<file path="config.mk">
export PLATFORM = sky130hd
export DESIGN_NAME = issue_queue
export DESIGN_NICKNAME = d
export VERILOG_FILES = /design/src/rtl/issue_queue.sv
export SDC_FILE = /design/constraint.sdc
export NUM_CORES = 1
export LEC_CHECK = 0
export BUFFER_PORTS_ARGS = -buffer_cell sky130_fd_sc_hd__buf_2
export CORE_AREA = 2 2 224 226
export CTS_CLUSTER_SIZE = 25
export DETAILED_ROUTE_END_ITERATION = 10
export DIE_AREA = 0 0 226 228
export PLACE_DENSITY_LB_ADDON = 0.05
export SYNTH_ARGS = -nofsm -noshare
export SYNTH_HDL_FRONTEND = slang
export SYNTH_SLANG_ARGS = --single-unit
</file>
<file path="constraint.sdc">
create_clock -name clk -period 14 [get_ports clk]
set_input_delay 0 -clock clk [delete_from_list [all_inputs] [get_ports clk]]
set_output_delay 0 -clock clk [all_outputs]
set_load 0.01 [all_outputs]
</file>
<file path="src/rtl/issue_queue.sv">
// rtl/issue_queue.sv - in-order decoded-instruction FIFO feeding the SALU issue slot
//
// Buffers up to DEPTH decoded instructions in a circular buffer and issues one
// per cycle through a registered issue slot.
//
// Ports:
//   clk, rst (async active-low)    clock / reset
//   rdy                            global enable; all state holds when 0
//   flush                          drop every queued and issuing instruction
//   issue_stall                    downstream cannot take a new issue
//   in_valid / in_ready            decoder handshake (in_ready = count != DEPTH)
//   in_is_vec..in_rs2              decoded instruction payload
//   issue_rdy                      issue slot holds a valid instruction
//   is_vec..rs2                    registered issue-slot payload
//   count                          current occupancy
//
// Optional feature: define IQ_BYPASS_EN to let a push into an empty, unstalled
// queue load the issue slot directly (1-edge latency instead of 2).

module issue_queue #(
    parameter int DEPTH  = 8,
    parameter int ADDR_W = 3
) (
    input  logic              clk,
    input  logic              rst,
    input  logic              rdy,
    input  logic              flush,
    input  logic              issue_stall,
    input  logic              in_valid,
    output logic              in_ready,
    input  logic              in_is_vec,
    input  logic              in_is_imm,
    input  logic              in_is_pc,
    input  logic [31:0]       in_pc,
    input  logic [31:0]       in_imm,
    input  logic [5:0]        in_name,
    input  logic [4:0]        in_rd,
    input  logic [4:0]        in_rs1,
    input  logic [4:0]        in_rs2,
    output logic              issue_rdy,
    output logic              is_vec,
    output logic              is_imm,
    output logic              is_pc,
    output logic [31:0]       pc,
    output logic [31:0]       imm,
    output logic [5:0]        name,
    output logic [4:0]        rd,
    output logic [4:0]        rs1,
    output logic [4:0]        rs2,
    output logic [ADDR_W:0]   count
);

    localparam int ENT_W = 3 + 32 + 32 + 6 + 5 + 5 + 5;

    logic [ENT_W-1:0]  mem [DEPTH];
    logic [ENT_W-1:0]  in_ent;
    logic [ENT_W-1:0]  slot;
    logic [ADDR_W-1:0] head;
    logic [ADDR_W-1:0] tail;

    logic empty;
    logic push;
    logic pop;
    logic bypass;
    logic wr;

    assign in_ent = {in_is_vec, in_is_imm, in_is_pc, in_pc, in_imm,
                     in_name, in_rd, in_rs1, in_rs2};

    assign {is_vec, is_imm, is_pc, pc, imm, name, rd, rs1, rs2} = slot;

    // Depends on registered count only: no input-to-output combinational path.
    assign in_ready = (count != (ADDR_W + 1)'(DEPTH));
    assign empty    = (count == '0);

    assign push = rdy & ~flush & in_valid & in_ready;
    assign pop  = rdy & ~flush & ~issue_stall & ~empty;

`ifdef IQ_BYPASS_EN
    // Only possible when empty, so it never competes with a pop.
    assign bypass = push & empty & ~issue_stall;
`else
    assign bypass = 1'b0;
`endif

    // A bypassed instruction never touches storage.
    assign wr = push & ~bypass;

    // Storage needs no reset: only entries between head and tail are ever read.
    always_ff @(posedge clk) begin
        if (wr) begin
            mem[tail] <= in_ent;
        end
    end

    always_ff @(posedge clk or negedge rst) begin
        if (!rst) begin
            head      <= '0;
            tail      <= '0;
            count     <= '0;
            issue_rdy <= 1'b0;
            slot      <= '0;
        end else if (rdy) begin
            if (flush) begin
                head      <= '0;
                tail      <= '0;
                count     <= '0;
                issue_rdy <= 1'b0;
            end else begin
                if (wr) begin
                    tail <= tail + ADDR_W'(1);
                end
                if (pop) begin
                    head <= head + ADDR_W'(1);
                end

                case ({wr, pop})
                    2'b10:   count <= count + (ADDR_W + 1)'(1);
                    2'b01:   count <= count - (ADDR_W + 1)'(1);
                    default: count <= count;
                endcase

                // Payload holds on idle cycles; only issue_rdy drops.
                if (pop) begin
                    slot      <= mem[head];
                    issue_rdy <= 1'b1;
                end else if (bypass) begin
                    slot      <= in_ent;
                    issue_rdy <= 1'b1;
                end else begin
                    issue_rdy <= 1'b0;
                end
            end
        end
    end

endmodule

</file>
==> flow_metrics.tcl, run 1 <==
set metrics [dict create \
    routedWlPerCell_microns 23.9 \
    viasPerCell 5.83 \
    clkTransAtPathRegs_ns 0.06 \
    gp_congestion 0.760 \
    die_y_microns 228 \
    syn_area_sq_um 30100 \
    p_sw_share_pct 25.0 \
    die_x_microns 226 \
    power.density_nw_per_um2 175 \
    synth_seq_cells 803 \
    period_minus_slack_ns 3.65 \
    clk_latency_ns 0.61 \
    hold_ws_ns 0.0874 \
    synthCells 1393 \
    synth_fa_ha_area_share_pct 0.166 \
    antenna_found_initial 5 \
    power.internal_mw 4.65 \
    dieArea_sq_um 51500 \
    pwr-share-seq_pct 47.8 \
    cts.sinks 803 \
    syn_nets 1491 \
    setup_viol 0 \
    yosysWarnings 0 \
    drt_first_pass_iters 5 \
    cts_buffer_depth 3 \
    cts_hold_buf 95 \
    dp_hpwl_microns 29600 \
    p_sw_mw 1.55 \
    h-tree-depth 3 \
    yosysSeqAreaShare_pct 78.5 \
    start_util_pct 60.9 \
    power_frac_comb_pct 17.3 \
    drtAntennaViolNets 0 \
    rows 82 \
    fin_nets 1803 \
    drt_iter0_drc 1085 \
    maxCapViolations 0 \
    yosysTopAreaCellShare_pct 70.3 \
    worstPathMaxFanout 181 \
    ir_drop_uv 177 \
    critPathRequiredTime_ns 14.50 \
    pwr-share-clk_pct 34.9 \
    crit_type "flip-flop to flip-flop" \
    grt_pass1_vias 14942 \
    drive_above_1_share_pct 29.5 \
    remaining_drc_errors 0 \
    startpoint_type "flip-flop" \
    outcome "completed" \
    dr_total_vias 14256 \
    tritoncts "done" \
    cts_resized 0 \
    hold_viol 0 \
    slew_viol_final 0 \
    fin_skew_ns 0.0259 \
    synth_area_per_cell_sq_um 21.6 \
    synth_cell_types 42 \
    cts_buffers 80 \
    synth_ff_type "edfxtp_1" \
    tns_ns 0 \
    portBuffers 187 \
    grt_pass1_wl_microns 89500 \
    end_kind "flip-flop" \
    fp.coreArea_sq_um 49300 \
    synth_edf_count 704 \
    async_reset_ff_share_pct 12.3 \
    synth_compound_area_share_pct 1.96 \
    synth_top_family_by_area "multiplexers" \
    max_freq_ghz 0.274 \
    synthXorXnorAreaFrac_pct 0.0874 \
    period_share_pct 26.1 \
    muxShareOfSynthArea_pct 16.2 \
    critPathArrivalTime_ns 4.16 \
    postCtsSetupBuffers 0 \
    total_leakage_power_nw 11.9 \
    rsz0062_at_grt "no" \
    overflow 0 \
    area_growth_pct 17.8 \
    tightest_slew_ns 1.08 \
    hp-class "primary input to asynchronous set/reset pin" \
    track_usage_pct 23.5 \
    grt_max_degree 182 \
    wl_microns 58300 \
    synthSimpleGateAreaFrac_pct 1.85 \
    ys_top_cells_by_area "edfxtp_1 70%, mux4_2 13%, dfrtp_1 8.2%" \
    cts_root_buffer "clkbuf_16" \
    ios 188 \
    r2r_cells 8 \
    maxSlewHeadroom_pct 28.0 \
    synthTopCellsByCount "704 x edfxtp_1, 176 x mux4_2, 99 x dfrtp_1, 95 x o21ai_0, 93 x nand2_1" \
    synth.most_common_cell "edfxtp_1" \
    synth.largest_area_cell "edfxtp_1" \
]
## worst max-delay path: stages (launching register included)
cell and delay, ns:
dfrtp_1 0.49, or4_1 0.71, nand2_8 0.81, a21oi_1 0.19, ha_1 0.40, o21a_1 0.13, o2111a_1 0.23, or4_1 0.41
o211ai_1 0.18
## per-layer routing
metal	track usage (%)	routed length, microns
met4	6.08	1250
met2	38.3	29000
met5	0	38
met1	33.0	24900
met3	5.00	3090
## sequential cells by signal (all words and copies together), names as in the netlist
| signal | flops |
|---|---|
| issue_rdy | 1 |
| slot | 88 |
| head | 3 |
| tail | 3 |
| count | 4 |
| mem | 704 |
## logic make-up after synthesis
kind of cell | after synthesis
adders and majority gates | 4
muxes | 266
xor gates and xnor gates | 3
DFF | 803
AOI/OAI and AO/OA | 110
and+or+nand+nor | 128
buffers and inverters | 79
## cell type report
class                           instances  area (sq um)
Sequential cell                       803         23600
Fill cell                            2962         13900
Multi-Input combinational cell        511          6150
Clock buffer                          115          2300
Timing Repair Buffer                  304          2070
Tap cell                              672           841
Clock inverter                         32           408
Inverter                                5          18.8
Antenna cell                            2          5.00
## power groups by stage
stage	registers (mW)	logic (mW)	clock network (mW)
floorplan	3.02	0.696	0
global placement	3.00	1.06	0
detailed placement	3.01	1.07	0
CTS	2.97	1.10	2.20
global route	2.99	1.18	2.30
finish	2.96	1.07	2.16
## through the flow
stage	setup WS (ns)	cell area [sq um]	power, mW	util (%)	cells
2_1_floorplan	6.30	30100	3.71	-	1393
3_3_place_gp	10.47	31800	4.06	64.4	2200
3_5_place_dp	10.36	31800	4.09	64.4	2200
4_1_cts	10.32	35400	6.27	71.8	2442
6_report	10.35	35400	6.20	71.8	2444
5_1_grt	10.12	35400	6.47	71.8	2444
## worst paths after layout
kind / from / end / slack [ns]
max: count[1] / count[3] / 10.35
min: rst / slot[41] / 0.09
max reg2reg: count[1] / count[3] / 10.35
min reg2reg: slot[44] / slot[44] / 0.47
max in group asynchronous: rst / head[2] / 12.52
min in group clk: in_rs1[0] / mem[3][5] / 0.19
## layout by cell type, fill, tap and decap left out, types with 22 or more instances in the layout
master / n
buf_2: 186
buf_4: 22
clkbuf_16: 82
dfrtp_1: 96
dlygate4sd3_1: 95
edfxtp_1: 704
mux2i_1: 89
mux4_2: 176
nand2_1: 93
o21ai_0: 95
No activity file was read; power rests on OpenSTA's default activity.
==> run 2, diff against run 1 <==
--- a/config.mk
+++ b/config.mk
@@ -6,10 +6,10 @@
 export NUM_CORES = 1
 export LEC_CHECK = 0
 export BUFFER_PORTS_ARGS = -buffer_cell sky130_fd_sc_hd__buf_2
-export CORE_AREA = 2 2 224 226
+export CORE_AREA = 2 2 227 229
 export CTS_CLUSTER_SIZE = 25
 export DETAILED_ROUTE_END_ITERATION = 10
-export DIE_AREA = 0 0 226 228
+export DIE_AREA = 0 0 229 231
 export PLACE_DENSITY_LB_ADDON = 0.05
 export SYNTH_ARGS = -nofsm -noshare
 export SYNTH_HDL_FRONTEND = slang
==> constraint.sdc (replaced) <==
create_clock -name clk -period 3.45 [get_ports clk]
set_input_delay 0 -clock clk [delete_from_list [all_inputs] [get_ports clk]]
set_output_delay 0 -clock clk [all_outputs]
set_load 0.01 [all_outputs]
==> run 2 against run 1 <==
  * Cell count up 0.82%
  * Count of clock-buffer cells in the layout down 2
  * Clock power rose to 4.0 times the previous value
  * Register-to-register slack worse by 9.7 ns
  * Combinational power rose to 4.3 times the previous value
  * Final area up 0.81%
  * Clock skew down 0.0086 ns
  * Largest cell class unchanged
  * Non-clock buffer count up 11
  * Worst setup slack worse by 9.7 ns
==> flow_metrics.tcl, run 2 (synthesis results as in run 1) <==
set metrics [dict create \
    outcome "completed" \
    cts_buffer_depth 3 \
    fin_nets 1816 \
    drt_iter0_drc 957 \
    viasPerCell 5.84 \
    largest_reg_flops 704 \
    tightest_slew_ns 0.828 \
    period_minus_slack_ns 2.78 \
    top_regs "mem: 704 flops, slot: 88 flops, count: 4 flops" \
    critPathArrivalTime_ns 3.29 \
    total_leakage_power_nw 11.9 \
    crit_slowest_cell "or4_1" \
    critPathRequiredTime_ns 3.96 \
    final_core_util_pct 70.5 \
    h-tree-depth 3 \
    worstPathMaxFanout 10 \
    cp_top_family "simple AND/OR/NAND/NOR gates" \
    drtAntennaViolNets 0 \
    n_antenna_cell 0 \
    start_util_pct 59.3 \
    end_kind "flip-flop" \
    track_usage_pct 23.1 \
    cts_resized 0 \
    remaining_drc_errors 0 \
    setup_viol 0 \
    ir_drop_uv 538 \
    gp_congestion 0.727 \
    fp.coreArea_sq_um 50700 \
    layout_commonest_cell "edfxtp_1" \
    routedWlPerCell_microns 23.9 \
    critPathMostFrequentCell "or4_1" \
    ios 188 \
    critical-path-max-stage-delay_ns 0.72 \
    period_share_pct 80.6 \
    grt_pass1_wl_microns 90900 \
    cts.sinks 803 \
    regMostFlops "mem" \
    rsz0062_at_grt "no" \
    die_y_microns 231 \
    tritoncts "done" \
    drive_above_1_share_pct 29.8 \
    tns_ns 0 \
    overflow 0 \
    cts_hold_buf 95 \
    cts_root_buffer "clkbuf_16" \
    dp_hpwl_microns 30300 \
    hp-class "primary input to asynchronous set/reset pin" \
    area_growth_pct 18.7 \
    drt_first_pass_iters 5 \
    max_freq_ghz 0.359 \
    cp_num_buf_inv 0 \
    fill_cells 3240 \
    hold_viol 0 \
    grt_max_degree 181 \
    rows 83 \
    dieArea_sq_um 52900 \
    dr_total_vias 14382 \
    power.density_nw_per_um2 703 \
    maxSlewHeadroom_pct 44.8 \
    maxCapViolations 0 \
    startpoint_type "flip-flop" \
    multi_input_area_sq_um 6170 \
    slew_viol_final 0 \
    postCtsSetupBuffers 0 \
    crit_type "flip-flop to flip-flop" \
    clk_latency_ns 0.61 \
    antenna_found_initial 1 \
    register_area_sq_um 23600 \
    fin_skew_ns 0.0173 \
    cts_buffers 82 \
    die_x_microns 229 \
    path_cells "or4_1, nand2_8, a21oi_1, ha_1, o21a_1, o2111a_1, or4_1, o211ai_1" \
    grt_pass1_vias 15141 \
    final_cell_mix "704 x edfxtp_1, 186 x buf_2, 176 x mux4_2" \
    clkTransAtPathRegs_ns 0.06 \
    portBuffers 187 \
    wl_microns 58900 \
]
-- run 2: changes by cell type in the layout (fill, tap and decap cells not counted), moves of 3 or more --
cell,delta
clkinvlp_4,-4
clkbuf_16,+3
bufinv_16,-4
buf_12,+20
clkbuf_1,-3
buf_4,-9
clkinv_2,+3
clkinv_1,+11
-- run 2: final timing paths --
| check | startpoint | to | slack, ns | cells after the start |
|---|---|---|---|---|
| worst max-delay path | count[1] | count[3] | 0.67 | 8 |
| worst min-delay path | rst | slot[40] | 0.01 | 2 |
| worst max register to register | count[1] | count[3] | 0.67 | 8 |
| worst min register to register | slot[56] | slot[56] | 0.47 | 2 |
| max in group asynchronous | rst | slot[70] | 2.58 | 3 |
| min in group clk | in_pc[30] | mem[1][83] | 0.20 | 2 |
-- run 2: report_power, final --
group | internal, mW | leakage [nW] | switching, mW
combinational | 2.27 | 3.08 | 2.34
clock | 5.09 | 1.30 | 3.48
sequential | 11.4 | 7.57 | 0.499
-- run 2: per-stage QoR --
step	hold slack (ns)	instance area [sq um]	cells	worst slack, ns	total power [mW]
6_report	0.00985	35700	2464	0.668	25.1
3_3_place_gp	0.106	32100	2219	0.812	16.6
4_1_cts	0.0291	35700	2464	0.684	25.4
2_1_floorplan	-0.296	30100	1393	-0.434	15.1
5_1_grt	0.0802	35700	2464	0.580	26.2
3_5_place_dp	0.120	32100	2219	0.707	16.7
-- run 2: worst reg2reg max path, cell delays in order, from the launching register on --
cell and delay [ns]:
dfrtp_1 0.48, or4_1 0.72, nand2_8 0.12, a21oi_1 0.06
ha_1 0.34, o21a_1 0.13, o2111a_1 0.23, or4_1 0.42
o211ai_1 0.18
-- run 2: cell type report --
class	count	share of cell area, %
timing repair buffer	315	6.72
tap	680	2.38
clock inverter	37	0.834
sequential	803	66.2
inverter	5	0.0526
multi-input combinational	511	17.3
clock buffer	113	6.53
-- run 2: metal layers --
layer	vias up	track usage (%)	routed length (microns)
met2	356	38.2	29800
li1	6354	-	-
met3	81	3.98	3110
met5	-	0	11
met4	2	6.68	1100
met1	7589	32.2	24900
==> run 3, diff against run 2 <==
--- a/config.mk
+++ b/config.mk
@@ -6,10 +6,10 @@
 export NUM_CORES = 1
 export LEC_CHECK = 0
 export BUFFER_PORTS_ARGS = -buffer_cell sky130_fd_sc_hd__buf_2
-export CORE_AREA = 2 2 227 229
+export CORE_AREA = 2 2 239 241
 export CTS_CLUSTER_SIZE = 25
 export DETAILED_ROUTE_END_ITERATION = 10
-export DIE_AREA = 0 0 229 231
+export DIE_AREA = 0 0 241 243
 export PLACE_DENSITY_LB_ADDON = 0.05
 export SYNTH_ARGS = -nofsm -noshare
 export SYNTH_HDL_FRONTEND = slang
==> constraint.sdc (replaced) <==
create_clock -name clk -period 2.3 [get_ports clk]
set_input_delay 0 -clock clk [delete_from_list [all_inputs] [get_ports clk]]
set_output_delay 0 -clock clk [all_outputs]
set_load 0.01 [all_outputs]
==> run 3 against run 2 <==
  * The run now ends with negative setup slack left
  * Via count increased by 3.6%
  * Largest cell class unchanged
  * Power increased by 52%
  * Combinational power increased by 67%
==> flow_metrics.tcl, run 3 (synthesis results as in run 1) <==
set metrics [dict create \
    outcome "complete, but fails checks" \
    violations "negative setup slack" \
    critical-path-max-stage-delay_ns 0.41 \
    fp.coreArea_sq_um 56000 \
    total_leakage_power_nw 12.8 \
    dpl.cell_count 2344 \
    largest_reg_flops 704 \
    ios 188 \
    end_kind "flip-flop" \
    critPathRequiredTime_ns 2.84 \
    gp_congestion 0.738 \
    routedWlPerCell_microns 24.3 \
    dr_total_vias 14902 \
    final_area_sq_um 37700 \
    rsz0062_at_grt "yes" \
    clkTransAtPathRegs_ns 0.06 \
    setup_viol 181 \
    grt_max_degree 141 \
    cts.sinks 803 \
    drt_iter0_drc 1078 \
    clk_latency_ns 0.63 \
    fin_skew_ns 0.0290 \
    slew_viol_final 0 \
    startpoint_type "flip-flop" \
    ir_drop_uv 797 \
    crit_slowest_cell "or3_4" \
    maxSlewHeadroom_pct 58.1 \
    worst_slack_ns -0.0913 \
    top_regs "mem: 704 flops, slot: 88 flops, count: 4 flops" \
    power.density_nw_per_um2 1010 \
    grt_pass1_vias 15627 \
    worstPathMaxFanout 9 \
    hold_viol 0 \
    drive_above_1_share_pct 34.0 \
    tritoncts "done" \
    cts_buffer_depth 3 \
    die_x_microns 241 \
    viasPerCell 5.63 \
    area_growth_pct 25.4 \
    h-tree-depth 3 \
    cts_buffers 82 \
    max_freq_ghz 0.418 \
    drtAntennaViolNets 0 \
    drt_first_pass_iters 6 \
    overflow 0 \
    critPathArrivalTime_ns 2.93 \
    dp_hpwl_microns 34900 \
    period_share_pct 104 \
    crit_type "flip-flop to flip-flop" \
    path_cells "buf_6, or3_4, a21oi_4, ha_4, o21a_1, o2111a_1, or4_1, o211ai_1" \
    regMostFlops "mem" \
    portBuffers 187 \
    start_util_pct 53.8 \
    dieArea_sq_um 58600 \
    dpl_cell_area_sq_um 32900 \
    die_y_microns 243 \
    hp-class "primary input to flip-flop" \
    stdcell_count 2649 \
    layout_commonest_cell "edfxtp_1" \
    grt_pass1_wl_microns 93900 \
    tightest_slew_ns 0.629 \
    track_usage_pct 21.6 \
    final_cell_mix "704 x edfxtp_1, 186 x buf_2, 176 x mux4_2" \
    rows 87 \
    wl_microns 64400 \
    cts_root_buffer "clkbuf_16" \
    period_minus_slack_ns 2.39 \
    fin_nets 1921 \
    maxCapViolations 0 \
    remaining_drc_errors 0 \
    antenna_found_initial 4 \
]
-- run 3: path summary, 6_finish.rpt --
kind / slack, ns / cells past startpoint / start / end
max in group asynchronous: 1.54 / 4 / rst / slot[74]
min in group asynchronous: 0.47 / 4 / rst / slot[44]
setup / recovery: -0.09 / 8 / count[0] / count[3]
setup reg to reg: -0.09 / 8 / count[0] / count[3]
hold / removal: 0.08 / 5 / in_valid / count[3]
hold reg to reg: 0.47 / 2 / slot[19] / slot[19]
-- run 3: worst max-delay path: cells and delay by family (launching register included) --
family / cells / cell delay, ns
AOI/OAI and AO/OA: 4 / 0.71
and+or+nand+nor: 2 / 0.82
DFF: 1 / 0.40
buffers and inverters: 1 / 0.14
adders and majority gates: 1 / 0.23
-- run 3: what timing repair did --
action                                  CTS  global route
resized for setup                         3            54
endpoints found under the hold margin   814             0
endpoints found under the setup margin  243           332
pin swaps                                 4            10
setup buffers                            11            11
gates cloned                              0            34
hold buffers                             97             0
-- run 3: metal layers --
| metal | vias up | wire [microns] | global-route usage, % |
|---|---|---|---|
| li1 | 6601 | - | - |
| met1 | 7840 | 26500 | 29.2 |
| met2 | 354 | 33000 | 36.3 |
| met3 | 103 | 3480 | 4.41 |
| met4 | 4 | 1360 | 5.50 |
| met5 | - | 24 | 0 |
-- run 3: power by group --
part           total, mW  internal [mW]  leakage (nW)  switching [mW]
combinational       7.72           3.88          3.92            3.84
clock               12.8           7.49          1.27            5.29
sequential          17.7           17.1          7.57           0.626
total               38.2           28.5          12.8            9.75
-- run 3: final cells by class --
cell class | instances | area [sq um]
Antenna cell | 2 | 5.00
Clock buffer | 112 | 2280
Clock inverter | 40 | 318
Fill cell | 3712 | 18200
Inverter | 5 | 18.8
Multi-Input combinational cell | 511 | 6240
Sequential cell | 803 | 23600
Tap cell | 756 | 946
Timing Repair Buffer | 420 | 4280
-- run 3: through the flow --
| stage | total power [mW] | TNS [ns] | hold WS [ns] | setup WS (ns) | util (%) |
|---|---|---|---|---|---|
| after floorplan | 22.6 | -770.22 | -0.296 | -1.58 | - |
| after global placement | 25.4 | -6.10 | 0.0141 | -0.188 | 58.9 |
| after detailed placement | 25.5 | -10.04 | 0.0183 | -0.219 | 58.9 |
| after CTS | 38.5 | -0.119 | 0.000396 | -0.119 | 65.5 |
| after global routing | 40.0 | -23.57 | 0.0999 | -0.187 | 67.4 |
| final | 38.2 | -4.26 | 0.0830 | -0.0913 | 67.4 |
